--- src/rtl/ula_pkg.sv ---
// Shared op encodings and FSM state enumeration for the sequential ALU.
// Latency: n/a (declarations only).
// Backpressure: n/a.
package ula_pkg;

  localparam logic [2:0] OP_ADD = 3'b000;
  localparam logic [2:0] OP_SUB = 3'b001;
  localparam logic [2:0] OP_SLL = 3'b010;
  localparam logic [2:0] OP_SRL = 3'b011;
  localparam logic [2:0] OP_OR  = 3'b100;
  localparam logic [2:0] OP_SLT = 3'b101;
  localparam logic [2:0] OP_AND = 3'b110;
  localparam logic [2:0] OP_MUL = 3'b111;

  typedef enum logic [1:0] {
    ST_IDLE = 2'd0,
    ST_MUL  = 2'd1,
    ST_DONE = 2'd2
  } state_e;

endpackage

--- src/rtl/ula_mul_seq.sv ---
// Unsigned shift-add multiplier, one multiplier bit per cycle.
// Latency: WIDTH busy cycles after start; done is high in the last busy cycle with product valid.
// Backpressure: none; start is only honoured by the caller when the unit is idle.
module ula_mul_seq #(
  parameter int WIDTH = 16
) (
  input  logic                 clock,
  input  logic                 reset,
  input  logic                 start,
  input  logic [WIDTH-1:0]     a,
  input  logic [WIDTH-1:0]     b,
  output logic                 busy,
  output logic                 done,
  output logic [2*WIDTH-1:0]   product
);

  localparam int CW = $clog2(WIDTH);
  localparam logic [CW-1:0] LAST = CW'(WIDTH - 1);

  logic [2*WIDTH-1:0] acc_q, acc_d;
  logic [2*WIDTH-1:0] mcand_q, mcand_d;
  logic [WIDTH-1:0]   mplier_q, mplier_d;
  logic [CW-1:0]      cnt_q, cnt_d;
  logic               busy_q, busy_d;
  logic [2*WIDTH-1:0] step_acc;

  // Product exposed is the accumulator including the current step, so the
  // final partial product is visible in the same cycle done is raised.
  assign step_acc = acc_q + (mplier_q[0] ? mcand_q : '0);
  assign product  = step_acc;
  assign busy     = busy_q;
  assign done     = busy_q && (cnt_q == LAST);

  // Next-state: load on start, otherwise one shift-add step per busy cycle;
  // the counter stops at LAST and never wraps.
  always_comb begin
    acc_d    = acc_q;
    mcand_d  = mcand_q;
    mplier_d = mplier_q;
    cnt_d    = cnt_q;
    busy_d   = busy_q;
    if (start) begin
      acc_d    = '0;
      mcand_d  = {{WIDTH{1'b0}}, a};
      mplier_d = b;
      cnt_d    = '0;
      busy_d   = 1'b1;
    end else if (busy_q) begin
      acc_d    = step_acc;
      mcand_d  = mcand_q << 1;
      mplier_d = mplier_q >> 1;
      if (cnt_q == LAST) begin
        busy_d = 1'b0;
      end else begin
        cnt_d = cnt_q + CW'(1);
      end
    end
  end

  // State registers with synchronous reset.
  always_ff @(posedge clock) begin
    if (reset) begin
      acc_q    <= '0;
      mcand_q  <= '0;
      mplier_q <= '0;
      cnt_q    <= '0;
      busy_q   <= 1'b0;
    end else begin
      acc_q    <= acc_d;
      mcand_q  <= mcand_d;
      mplier_q <= mplier_d;
      cnt_q    <= cnt_d;
      busy_q   <= busy_d;
    end
  end

endmodule

--- src/rtl/ula_seq.sv ---
// Sequential ALU: single-cycle ops plus iterative MUL, registered result and flags.
// Latency: 1 cycle accept->out_valid for non-MUL ops, WIDTH+1 cycles for MUL.
// Backpressure: one op in flight; in_ready low until the result is taken (out_valid & out_ready).
module ula_seq
  import ula_pkg::*;
#(
  parameter int WIDTH = 16
) (
  input  logic             clock,
  input  logic             reset,
  input  logic             in_valid,
  output logic             in_ready,
  input  logic [2:0]       op,
  input  logic [WIDTH-1:0] in0,
  input  logic [WIDTH-1:0] in1,
  output logic             out_valid,
  input  logic             out_ready,
  output logic [WIDTH-1:0] result,
  output logic             zero,
  output logic             carry,
  output logic             ovf
);

  localparam logic [WIDTH-1:0] SHAMT_LIMIT = WIDTH'(WIDTH);

  state_e           state_q, state_d;
  logic [WIDTH-1:0] result_q, result_d;
  logic             zero_q, zero_d;
  logic             carry_q, carry_d;
  logic             ovf_q, ovf_d;
  logic             in_ready_q, in_ready_d;
  logic             out_valid_q, out_valid_d;

  logic [WIDTH:0]   add_full;
  logic [WIDTH-1:0] sub_res;
  logic [WIDTH-1:0] alu_res;
  logic             alu_carry;
  logic             alu_ovf;

  logic               mul_start;
  logic               mul_busy;
  logic               mul_done;
  logic [2*WIDTH-1:0] mul_product;

  assign in_ready  = in_ready_q;
  assign out_valid = out_valid_q;
  assign result    = result_q;
  assign zero      = zero_q;
  assign carry     = carry_q;
  assign ovf       = ovf_q;

  // Multiplier captures its operands on the accept edge, so later operand
  // changes cannot disturb it.
  assign mul_start = (state_q == ST_IDLE) && in_valid && (op == OP_MUL);

  ula_mul_seq #(
    .WIDTH(WIDTH)
  ) u_mul (
    .clock  (clock),
    .reset  (reset),
    .start  (mul_start),
    .a      (in0),
    .b      (in1),
    .busy   (mul_busy),
    .done   (mul_done),
    .product(mul_product)
  );

  // Single-cycle datapath for every op except MUL; only sampled on accept.
  always_comb begin
    add_full  = {1'b0, in0} + {1'b0, in1};
    sub_res   = in0 - in1;
    alu_res   = '0;
    alu_carry = 1'b0;
    alu_ovf   = 1'b0;
    case (op)
      OP_ADD: begin
        alu_res   = add_full[WIDTH-1:0];
        alu_carry = add_full[WIDTH];
        alu_ovf   = (in0[WIDTH-1] == in1[WIDTH-1]) && (add_full[WIDTH-1] != in0[WIDTH-1]);
      end
      OP_SUB: begin
        alu_res   = sub_res;
        alu_carry = (in0 < in1);
        alu_ovf   = (in0[WIDTH-1] != in1[WIDTH-1]) && (sub_res[WIDTH-1] != in0[WIDTH-1]);
      end
      OP_SLL:  alu_res = (in1 >= SHAMT_LIMIT) ? '0 : (in0 << in1);
      OP_SRL:  alu_res = (in1 >= SHAMT_LIMIT) ? '0 : (in0 >> in1);
      OP_OR:   alu_res = in0 | in1;
      OP_SLT:  alu_res = {{(WIDTH-1){1'b0}}, ($signed(in0) < $signed(in1))};
      OP_AND:  alu_res = in0 & in1;
      default: alu_res = '0;
    endcase
  end

  // FSM next-state and output-register update.
  always_comb begin
    state_d     = state_q;
    result_d    = result_q;
    zero_d      = zero_q;
    carry_d     = carry_q;
    ovf_d       = ovf_q;
    in_ready_d  = in_ready_q;
    out_valid_d = out_valid_q;
    case (state_q)
      ST_IDLE: begin
        if (in_valid) begin
          in_ready_d = 1'b0;
          if (op == OP_MUL) begin
            state_d = ST_MUL;
          end else begin
            state_d     = ST_DONE;
            result_d    = alu_res;
            zero_d      = (alu_res == '0);
            carry_d     = alu_carry;
            ovf_d       = alu_ovf;
            out_valid_d = 1'b1;
          end
        end
      end
      ST_MUL: begin
        if (mul_done) begin
          state_d     = ST_DONE;
          result_d    = mul_product[WIDTH-1:0];
          zero_d      = (mul_product[WIDTH-1:0] == '0);
          carry_d     = 1'b0;
          ovf_d       = |mul_product[2*WIDTH-1:WIDTH];
          out_valid_d = 1'b1;
        end else if (!mul_busy) begin
          // Multiplier idle while we wait on it cannot happen in normal
          // operation; fall back to IDLE rather than hang.
          state_d    = ST_IDLE;
          in_ready_d = 1'b1;
        end
      end
      ST_DONE: begin
        if (out_ready) begin
          state_d     = ST_IDLE;
          out_valid_d = 1'b0;
          in_ready_d  = 1'b1;
        end
      end
      default: begin
        state_d     = ST_IDLE;
        out_valid_d = 1'b0;
        in_ready_d  = 1'b1;
      end
    endcase
  end

  // FSM and registered outputs; reset overrides any handshake.
  always_ff @(posedge clock) begin
    if (reset) begin
      state_q     <= ST_IDLE;
      result_q    <= '0;
      zero_q      <= 1'b0;
      carry_q     <= 1'b0;
      ovf_q       <= 1'b0;
      in_ready_q  <= 1'b1;
      out_valid_q <= 1'b0;
    end else begin
      state_q     <= state_d;
      result_q    <= result_d;
      zero_q      <= zero_d;
      carry_q     <= carry_d;
      ovf_q       <= ovf_d;
      in_ready_q  <= in_ready_d;
      out_valid_q <= out_valid_d;
    end
  end

endmodule

--- config.mk ---
export PLATFORM = sky130hd
export DESIGN_NAME = ula_seq
export DESIGN_NICKNAME = d
export VERILOG_FILES = /design/src/rtl/ula_pkg.sv /design/src/rtl/ula_mul_seq.sv /design/src/rtl/ula_seq.sv
export SDC_FILE = /design/constraint.sdc
export NUM_CORES = 1
export LEC_CHECK = 0
export CAP_MARGIN = 20
export CORE_ASPECT_RATIO = 0.7
export CORE_MARGIN = 1
export CORE_UTILIZATION = 62
export CTS_CLUSTER_DIAMETER = 40
export DETAILED_ROUTE_END_ITERATION = 10
export GPL_TIMING_DRIVEN = 0
export PLACE_DENSITY = 0.83
export RECOVER_POWER = 25
export SLEW_MARGIN = 20
export SYNTH_ARGS = -nofsm -noshare
export SYNTH_HDL_FRONTEND = slang
export SYNTH_SLANG_ARGS = --single-unit
--- constraint.sdc ---
create_clock -name clock -period 5.4 [get_ports clock]
set_input_delay 1.08 -clock clock [delete_from_list [all_inputs] [get_ports clock]]
set_output_delay 1.08 -clock clock [all_outputs]
set_load 0.02 [all_outputs]
==> results_dict.tcl <==
set metrics [dict create \
    critPathCaptureType "flip-flop" \
    crit_path_max_fanout 10 \
    drc 0 \
    leakagePower_uw 0.00438 \
    start_util_pct 64.2 \
    relSlewSlack_pct 22.6 \
    async_flop_share_pct 0 \
    synth_fp_nets 1434 \
    fillers 1263 \
    rows 38 \
    crit_type "in2reg" \
    dpl_worst_slack_ns -0.861 \
    clk_latency_ns 0.36 \
    final_hold_viol_count 0 \
    cts_max_level 3 \
    syn-instance-count 1310 \
    gp_congestion 1.07 \
    ff2ff_setup_slack_ns 0.40 \
    globalRouteMet2Util_pct 58.8 \
    cp.required_ns 5.70 \
    drv_slew 0 \
    p_per_area_nw_per_um2 189 \
    critPathSlowestCell "clkdlybuf4s50_1" \
    wl_per_cell_um 21.7 \
    critPathArrivalTime_ns 5.59 \
    synth_edf_count 0 \
    grt_pass1_wl_mm 52.9 \
    path_cells "clkdlybuf4s50_1 > buf_2 > buf_2 > buf_1 > mux4_2 > mux2i_1 > o32ai_1 > a41oi_1 > o22ai_1 > a21oi_1 > inv_1 > or4_1 > nor4b_2 > a22o_1" \
    clk_pin_slew_worst_paths_ns 0.08 \
    setup-violations-final 0 \
    dp_hpwl_mm 26.7 \
    status "complete, no violations" \
    nNetsFinal 1505 \
    yosys_warnings 0 \
    die_x_um 154 \
    ys_ff_latch 108 \
    ioPinCount 60 \
    gr-total-overflow 0 \
    dieArea_um2 16800 \
    routed_via_density 6.70 \
    cts_tree "done" \
    startpoint_type "input port" \
    die_y_um 109 \
    tightest_slew_ns 1.15 \
    area_delta_synth_final_pct 12.1 \
    final_layout_size_suffix_gt1_share_pct 5.92 \
    hold_path.class "reg2reg" \
    cp_common_cell "buf_2" \
    ctsHoldBuffers 0 \
    ant_nets 0 \
    track_usage_pct 41.2 \
    fmax_ghz 0.189 \
    dr.pass1.iters 5 \
    cts_buffers 9 \
    clock-sinks 108 \
    syn-cell-area_um2 10100 \
    period_needed_ns 5.29 \
    dr_total_vias 10600 \
    maxCapViolations 0 \
    grt_pass1_vias 9440 \
    ir_drop_uv 166 \
    fin_crit_sh_pct 98.0 \
    clockBufferDepth 2 \
    postLayoutCellArea_um2 11300 \
    grtUsageMet1_pct 61.0 \
    finalPower_uw 2130 \
    avgSynthCellArea_um2 7.68 \
    drt_iter0_drc 1445 \
    antenna_found_initial 0 \
    ys_dominant_reg_cell "dfxtp_1" \
    layout_setup_ws_ns 0.109 \
    grt_max_degree 22 \
    diodes 0 \
    grt_use_met3_pct 12.1 \
    dpl_cell_area_um2 10900 \
    fin_skew_ns 0.0155 \
    top_usage_layer "met1" \
    ys_seq_area_share_pct 21.5 \
    synth.distinct_cells 82 \
    coreArea_um2 15700 \
    routed_wl_mm 34.4 \
    portBuffers 58 \
    post-route-util_pct 71.9 \
    grt_setup_unrepaired "false" \
    critPathMaxStageDelay_ns 0.60 \
    cts_root_buffer "clkbuf_16" \
]
-- placed cells by master (no fill, tap or decap), types with 24 or more instances in the layout --
cell | synthesis | layout
a21oi_1 | 102 | 102
nand2_1 | 99 | 99
a211oi_1 | 46 | 45
nor3_1 | 28 | 27
mux2i_1 | 78 | 78
ha_1 | 82 | 82
clkdlybuf4s50_1 | 0 | 36
dfxtp_1 | 108 | 108
and2_1 | 33 | 33
inv_1 | 62 | 61
nand3_1 | 33 | 33
xnor2_1 | 24 | 24
clkbuf_1 | 69 | 68
o21ai_0 | 57 | 57
nor2_1 | 180 | 180
-- synthesized netlist by cell type, types with 13 or more instances --
library cell	count	area, µm²
inv_1	62	233
mux4_2	22	495
clkbuf_1	69	259
a21oi_1	102	510
nor3_1	28	140
xor2_1	13	114
xnor2_1	24	210
o21ai_0	57	285
a211oi_1	46	345
dfxtp_1	108	2160
mux2i_1	78	781
or3_1	15	93.8
nand2_1	99	372
and2_1	33	206
o211ai_1	23	173
ha_1	82	1030
nand3_1	33	165
nor2b_1	16	100
nor2_1	180	676
-- through the flow --
| step | instances | TNS, ns | hold WS [ns] |
|---|---|---|---|
| after CTS | 1584 | 0 | 0.456 |
| after global placement | 1568 | -8.76 | 0.440 |
| after floorplan | 1310 | 0 | 0.450 |
| after global routing | 1586 | 0 | 0.480 |
| final | 1586 | 0 | 0.451 |
| after detailed placement | 1568 | -6.31 | 0.445 |
-- report_power, final --
| group | switching [µW] | internal, µW | total (µW) |
|---|---|---|---|
| Combinational | 370 | 216 | 586 |
| Clock | 340 | 377 | 718 |
| Sequential | 11.9 | 815 | 827 |
| Total | 722 | 1410 | 2130 |
-- timing repair --
action / in CTS / in global routing
hold endpoints to repair: 0 / 0
endpoints found under the setup margin: 10 / 7
setup buffers: 0 / 3
gates resized for setup: 4 / 3
-- cell families after synthesis --
kind of cell / share of synthesized area [%]
muxes: 13.1
DFF: 21.5
xor gates and xnor gates: 3.22
adders and majority gates: 10.8
buffers and inverters: 5.63
AOI/OAI and AO/OA: 23.6
and+or+nand+nor: 22.1
-- final cells by class --
class | instances | area [µm²] | share of cell area, %
clock inverters | 7 | 103 | 0.909
inverters | 64 | 244 | 2.16
multi-input cells | 1056 | 7370 | 65.3
well taps | 200 | 250 | 2.22
plain buffers | 81 | 324 | 2.87
repair buffers | 61 | 603 | 5.34
clock buffers | 9 | 225 | 2.00
flip-flops and latches | 108 | 2160 | 19.2
-- worst paths after layout --
kind                                                     start                      end  cells past startpoint
worst max-delay path                                    in1[1]        zero$_SDFFE_PP0P_                     14
worst min-delay path                   result[12]$_SDFFE_PP0P_  result[12]$_SDFFE_PP0P_                      2
worst max register to register  u_mul.mplier_q[0]$_SDFFE_PP0P_         ovf$_SDFFE_PP0P_                     15
worst min register to register         result[12]$_SDFFE_PP0P_  result[12]$_SDFFE_PP0P_                      2
-- flip-flops by register name (all words and copies together) (netlist names) --
register	flops
u_mul.busy	1
out_valid	1
ovf	1
u_mul.mplier_q	16
u_mul.acc_q	32
carry	1
result	16
u_mul.mcand_q	32
in_ready	1
u_mul.cnt_q	4
zero	1
state_q	2
-- worst max-delay path: cells and delay by family --
kind	cells	cell delay (ns)
simple gates	2	0.75
compound gates	5	1.22
mux	2	0.73
buf+inv	5	1.81
-- metal layers --
layer	wire length (µm)	share of wire [%]
met5	0	0
met2	13600	39
met1	15400	45
met3	4840	14
met4	588	1.7
Power figures use the tool's default switching activity.
